`src/rtl/esc_cmd_serializer.sv`:
```
// Escape-command serializer for the C-PHY LP transmit path.
// Shifts a table-selected escape command out MSB first on SeqBit. The LPDT entry is followed
// by payload bytes sent LSB first, pulled through a valid/ready handshake with zero-gap
// prefetch. Optional macro ESC_CMD_SERIALIZER_ABORT_EN adds an Abort input and Aborted pulse.
module esc_cmd_serializer #(
  parameter int unsigned CMD_W = 8,
  parameter int unsigned NUM_CMD = 8,
  parameter logic [NUM_CMD*CMD_W-1:0] CMD_TABLE =
    {8'hA0, 8'h21, 8'h5D, 8'h62, 8'hDE, 8'h9F, 8'h1E, 8'hE1},
  parameter int unsigned LPDT_IDX = 0,
  localparam int unsigned SEL_W = (NUM_CMD > 1) ? $clog2(NUM_CMD) : 1
) (
  input  logic             RstN,
  input  logic             TxClkEsc,
  input  logic             CmdReq,
  input  logic [SEL_W-1:0] CmdSel,
  output logic             CmdAck,
  output logic             CmdErr,
  input  logic [7:0]       PayloadData,
  input  logic             PayloadValid,
  input  logic             PayloadLast,
  output logic             PayloadReady,
  output logic             SeqBit,
  output logic             SeqValid,
  output logic             CmdDone,
  output logic             Busy
`ifdef ESC_CMD_SERIALIZER_ABORT_EN
  ,
  input  logic             Abort,
  output logic             Aborted
`endif
);

  localparam int unsigned CNT_W = $clog2(CMD_W) + 1;

  typedef enum logic [1:0] {StIdle, StCmd, StData, StWait} stateT;

  stateT            state;
  logic [CNT_W-1:0] bitCnt;    // command bits already driven
  logic [CMD_W-1:0] cmdShift;  // command bits still to send, next one at MSB
  logic [7:0]       byteShift; // payload bits still to send, next one at LSB
  logic [2:0]       byteCnt;   // index of payload bit currently on SeqBit
  logic             lastByte;
  logic             isLpdt;

  logic [CMD_W-1:0] tableEntry;
  logic             selValid;
  logic             selLpdt;
  logic             cmdFinal;
  logic             byteFinal;
  logic             txnEnd;
  logic             prefetch;
  logic             abortNow;
  logic             xfer;

  // Look up the requested table entry; out-of-range selects yield zero and are rejected.
  always_comb begin
    tableEntry = '0;
    for (int unsigned i = 0; i < NUM_CMD; i++) begin
      if (32'(CmdSel) == i) tableEntry = CMD_TABLE[i*CMD_W +: CMD_W];
    end
  end

  // Decode where the transaction stands and whether a payload byte may be taken this cycle.
  always_comb begin
    selValid  = 32'(CmdSel) < NUM_CMD;
    selLpdt   = 32'(CmdSel) == LPDT_IDX;
    cmdFinal  = (state == StCmd) && (bitCnt == CNT_W'(CMD_W));
    byteFinal = (state == StData) && (byteCnt == 3'd7);
    txnEnd    = (cmdFinal && !isLpdt) || (byteFinal && lastByte);
    prefetch  = (cmdFinal && isLpdt) || (byteFinal && !lastByte) || (state == StWait);
`ifdef ESC_CMD_SERIALIZER_ABORT_EN
    abortNow     = Abort && Busy;
    PayloadReady = prefetch && !Abort;
`else
    abortNow     = 1'b0;
    PayloadReady = prefetch;
`endif
    xfer = PayloadValid && PayloadReady;
  end

  // Sequencer: accepts commands, shifts command and payload bits, registers all status pulses.
  always_ff @(posedge TxClkEsc or negedge RstN) begin
    if (!RstN) begin
      state     <= StIdle;
      bitCnt    <= '0;
      cmdShift  <= '0;
      byteShift <= '0;
      byteCnt   <= '0;
      lastByte  <= 1'b0;
      isLpdt    <= 1'b0;
      CmdAck    <= 1'b0;
      CmdErr    <= 1'b0;
      SeqBit    <= 1'b0;
      SeqValid  <= 1'b0;
      CmdDone   <= 1'b0;
      Busy      <= 1'b0;
`ifdef ESC_CMD_SERIALIZER_ABORT_EN
      Aborted   <= 1'b0;
`endif
    end else begin
      CmdAck  <= 1'b0;
      CmdErr  <= 1'b0;
      CmdDone <= 1'b0;
`ifdef ESC_CMD_SERIALIZER_ABORT_EN
      Aborted <= 1'b0;
`endif
      if (abortNow) begin
        state    <= StIdle;
        SeqValid <= 1'b0;
        SeqBit   <= 1'b0;
        Busy     <= 1'b0;
`ifdef ESC_CMD_SERIALIZER_ABORT_EN
        Aborted  <= 1'b1;
`endif
      end else if (state == StIdle || txnEnd) begin
        // Idle behaviour, also taken on the edge after a final bit so requests chain gap-free.
        state    <= StIdle;
        SeqValid <= 1'b0;
        SeqBit   <= 1'b0;
        Busy     <= 1'b0;
        if (CmdReq) begin
          if (!selValid) begin
            CmdErr <= 1'b1;
          end else begin
            CmdAck   <= 1'b1;
            SeqBit   <= tableEntry[CMD_W-1];
            cmdShift <= tableEntry << 1;
            SeqValid <= 1'b1;
            Busy     <= 1'b1;
            isLpdt   <= selLpdt;
            bitCnt   <= CNT_W'(1);
            state    <= StCmd;
            CmdDone  <= (CMD_W == 1) && !selLpdt;
          end
        end
      end else if (xfer) begin
        SeqBit    <= PayloadData[0];
        byteShift <= PayloadData >> 1;
        byteCnt   <= 3'd0;
        lastByte  <= PayloadLast;
        SeqValid  <= 1'b1;
        state     <= StData;
      end else if (prefetch) begin
        state    <= StWait;
        SeqValid <= 1'b0;
        SeqBit   <= 1'b0;
      end else begin
        case (state)
          StCmd: begin
            SeqBit   <= cmdShift[CMD_W-1];
            cmdShift <= cmdShift << 1;
            bitCnt   <= bitCnt + CNT_W'(1);
            CmdDone  <= !isLpdt && (bitCnt == CNT_W'(CMD_W - 1));
          end
          StData: begin
            SeqBit    <= byteShift[0];
            byteShift <= byteShift >> 1;
            byteCnt   <= byteCnt + 3'd1;
            CmdDone   <= lastByte && (byteCnt == 3'd6);
          end
          default: ;
        endcase
      end
    end
  end

endmodule

```
`config.mk`:
```
export PLATFORM = sky130hd
export DESIGN_NAME = esc_cmd_serializer
export DESIGN_NICKNAME = d
export VERILOG_FILES = /design/src/rtl/esc_cmd_serializer.sv
export SDC_FILE = /design/constraint.sdc
export NUM_CORES = 1
export LEC_CHECK = 0
export CAP_MARGIN = 20
export CORE_UTILIZATION = 55
export CTS_CLUSTER_DIAMETER = 50
export DETAILED_ROUTE_END_ITERATION = 8
export PLACE_DENSITY = 0.79
export SKIP_CTS_REPAIR_TIMING = 1
export SYNTH_ARGS = -nofsm -noshare
export SYNTH_HDL_FRONTEND = slang
export SYNTH_SLANG_ARGS = --single-unit
```
`constraint.sdc`:
```
create_clock -name TxClkEsc -period 4.8 [get_ports TxClkEsc]
set_input_delay 1.44 -clock TxClkEsc [delete_from_list [all_inputs] [get_ports TxClkEsc]]
set_output_delay 1.44 -clock TxClkEsc [all_outputs]
set_load 0.05 [all_outputs]
```
==> reports/qor.csv <==
stage,metric,value,unit
grt,grt_start_max_net_pins,31,
grt,grt_pass1_wl,5892,µm
sta,hold_violations,0,
sta,period_needed,4167,ps
setup_path,r2r_slack,2310,ps
power,cellLeakagePower,0.0009515,µW
power,netSwitchingFraction,42.14,%
setup_path,cp_top_family,buffers and inverters,
outcome,status,completed,
floorplanning,die_y,59.20,µm
placement,gp_congestion,0.8821,
placement,dpl.hpwl,2509,µm
power,power_switching,573.1,µW
yosys,ys_ff_latch,30,
cells_and_area,syn2layout_area_growth,17.66,%
setup_path,path_max_fanout,13,
min_path,worstHoldPathType,reg -> reg,
clock_tree,cts_buffers,5,
cells_and_area,drive_above_1_share,21.81,%
run,cap_violations,0,
route,ant_nets,0,
clock_tree,clkTransAtPathRegs,90,ps
power,power.density,642.4,mW/mm²
sta,tightest_slew,601.7,ps
floorplanning,dieArea,0.003504,mm²
sta,period_share,86.82,%
floorplanning,io_pins,23,
yosys,synth_cell_types,45,
setup_path,cp_slowest_cell,clkdlybuf4s50_1,
route,drtIter0Drc,75,
grt,grtUsageTotal,22.70,%
power,internal_power,786.9,µW
placement,numPortBuffers,21,
setup_path,path_class,reg -> out,
placement,post-place-ws,1038,ps
sta,slew_headroom,59.88,%
floorplanning,core-area,0.003078,mm²
clock_tree,cts_num_sinks,30,
route,drc_errors,0,
setup_path,required,3360,ps
yosys,synth_edf_count,0,
yosys,async_flop_share,100.0,%
grt,antenna_found_initial,0,
power,pwr-share-clk,14.3,%
cells_and_area,nets,212,
route,routed_wl,3420,µm
yosys,synth-main-ff-cell,dfrtp_1,
route,viasPerCell,5.772,
yosys,syn_area_per_cell,10.97,µm²
setup_path,arrival,2730,ps
cells_and_area,num_antenna_cells,0,
placement,dp_cells,224,
yosys,syn_inst,164,
cells_and_area,final_cell_mix,"30 x dfrtp_1, 23 x mux2_2, 21 x clkdlybuf4s50_1",
setup_path,end_kind,output port,
route,dr.pass1.iters,4,
setup_path,worstPathCellList,"inv_1, ha_1, and3b_1, a211oi_4, inv_2, clkdlybuf4s50_1",
clock_tree,tritoncts,built,
clock_tree,clockBufferDepth,2,
floorplanning,rows,20,
cells_and_area,fin_util,68.78,%
sta,rsz0062_at_grt,false,
cells_and_area,layout_commonest_cell,dfrtp_1,
yosys,yosysWarnings,0,
route,wire_per_inst,14.74,µm
yosys,syn_nets,189,
route,num_vias,1339,
yosys,syn_area,0.001799,mm²
sta,finalSetupTns,0,ps
grt,grt_pass1_vias,1351,
setup_path,cp.buffers_inverters,3,
sta,max_freq,0.2400,GHz
clock_tree,root_buffer,clkbuf_4,
grt,grt-ovfl-total,0,
clock_tree,htree_num_levels,2,
floorplanning,die_w,59.20,µm
sta,fin_ws,632.7,ps
floorplanning,initial_utilization,58.46,%
sta,setup_violations,0,
setup_path,slowest_delay,720,ps
yosys,yosysSeqAreaShare,41.72,%
sta,slew_violations,0,
sta,skew,11.76,ps
setup_path,worst_setup_path_start_kind,register,
cells_and_area,final_cells,232,
clock_tree,clock_latency,330,ps
power,power_frac_seq,31.3,%
power,ir_drop,0.3294,mV
power,combinationalPowerShare,54.4,%
==> Yosys cell counts, types with 3 or more instances <==
cell / instances / area, µm²
a21oi_1: 4 / 20.02
a31oi_1: 3 / 18.77
dfrtp_1: 30 / 750.7
ha_1: 9 / 112.6
inv_1: 13 / 48.80
mux2_2: 23 / 259.0
mux2i_1: 5 / 50.05
nand2_1: 11 / 41.29
nand2b_1: 3 / 18.77
nand3_1: 5 / 25.02
nand4_1: 3 / 18.77
nor2_1: 5 / 18.77
o21ai_0: 7 / 35.03
xnor2_1: 3 / 26.28
==> area by class of cell <==
cell class | count | area (µm²)
flip-flops and latches | 30 | 750.7
multi-input cells | 114 | 963.4
well taps | 44 | 55.05
clock buffers | 5 | 37.54
clock inverters | 3 | 40.04
fillers | 232 | 960.9
repair buffers | 22 | 217.7
inverters | 14 | 52.55
==> routing by layer <==
metal / track usage, % / vias up / share of wire (%)
met1: 29.30 / 655 / 46
met2: 36.28 / 36 / 48
li1: - / 636 / -
met4: 11.90 / 0 / 2.8
met3: 4.148 / 12 / 3.2
met5: 0 / - / 0
==> cell families after synthesis <==
kind of cell | share of synthesized area (%)
adder cells (fa/ha/maj) | 6.259
AND/OR/NAND/NOR | 11.33
multiplexers | 17.80
AO/OA/AOI/OAI | 16.48
flip-flops | 41.72
other | 0.2084
XOR/XNOR | 1.461
buffers and inverters | 4.729
==> worst register-to-register path, cell delays in order (launching register included) <==
cell	delay, ps
dfrtp_1	420
ha_1	220
ha_1	240
a31oi_2	370
o21a_1	490
o21ai_0	330
a22o_1	310
==> state kept, by name (all words and copies together) (netlist names) <==
| name | flops |
|---|---|
| cmdShift | 7 |
| bitCnt | 4 |
| SeqBit | 1 |
| isLpdt | 1 |
| state | 2 |
| lastByte | 1 |
| CmdDone | 1 |
| byteCnt | 3 |
| Busy | 1 |
| byteShift | 7 |
| CmdAck | 1 |
| SeqValid | 1 |
==> worst paths after layout <==
check | startpoint | endpoint | cells past startpoint
max | state[0] | PayloadReady | 6
min | Busy | Busy | 2
max reg2reg | byteCnt[0] | byteCnt[0] | 6
min reg2reg | Busy | Busy | 2
max in group asynchronous | RstN | byteShift[5] | 2
min in group asynchronous | RstN | CmdAck | 2
==> power by group through the flow <==
stage | clock network, µW | logic (µW) | registers [µW]
finish | 195 | 739 | 426
CTS | 199 | 737 | 426
detailed placement | 0 | 734 | 432
global placement | 0 | 716 | 424
floorplan | 0 | 542 | 459
global route | 211 | 812 | 439
==> metrics by stage <==
stage / power, µW / hold WS, ps / instance area [µm²]
global placement: 1140 / 459.4 / 2039
detailed placement: 1166 / 474.8 / 2039
finish: 1360 / 492.3 / 2117
global route: 1462 / 535.9 / 2117
floorplan: 1001 / 454.1 / 1799
CTS: 1362 / 496.8 / 2117
(Power assumes the default switching activity.)
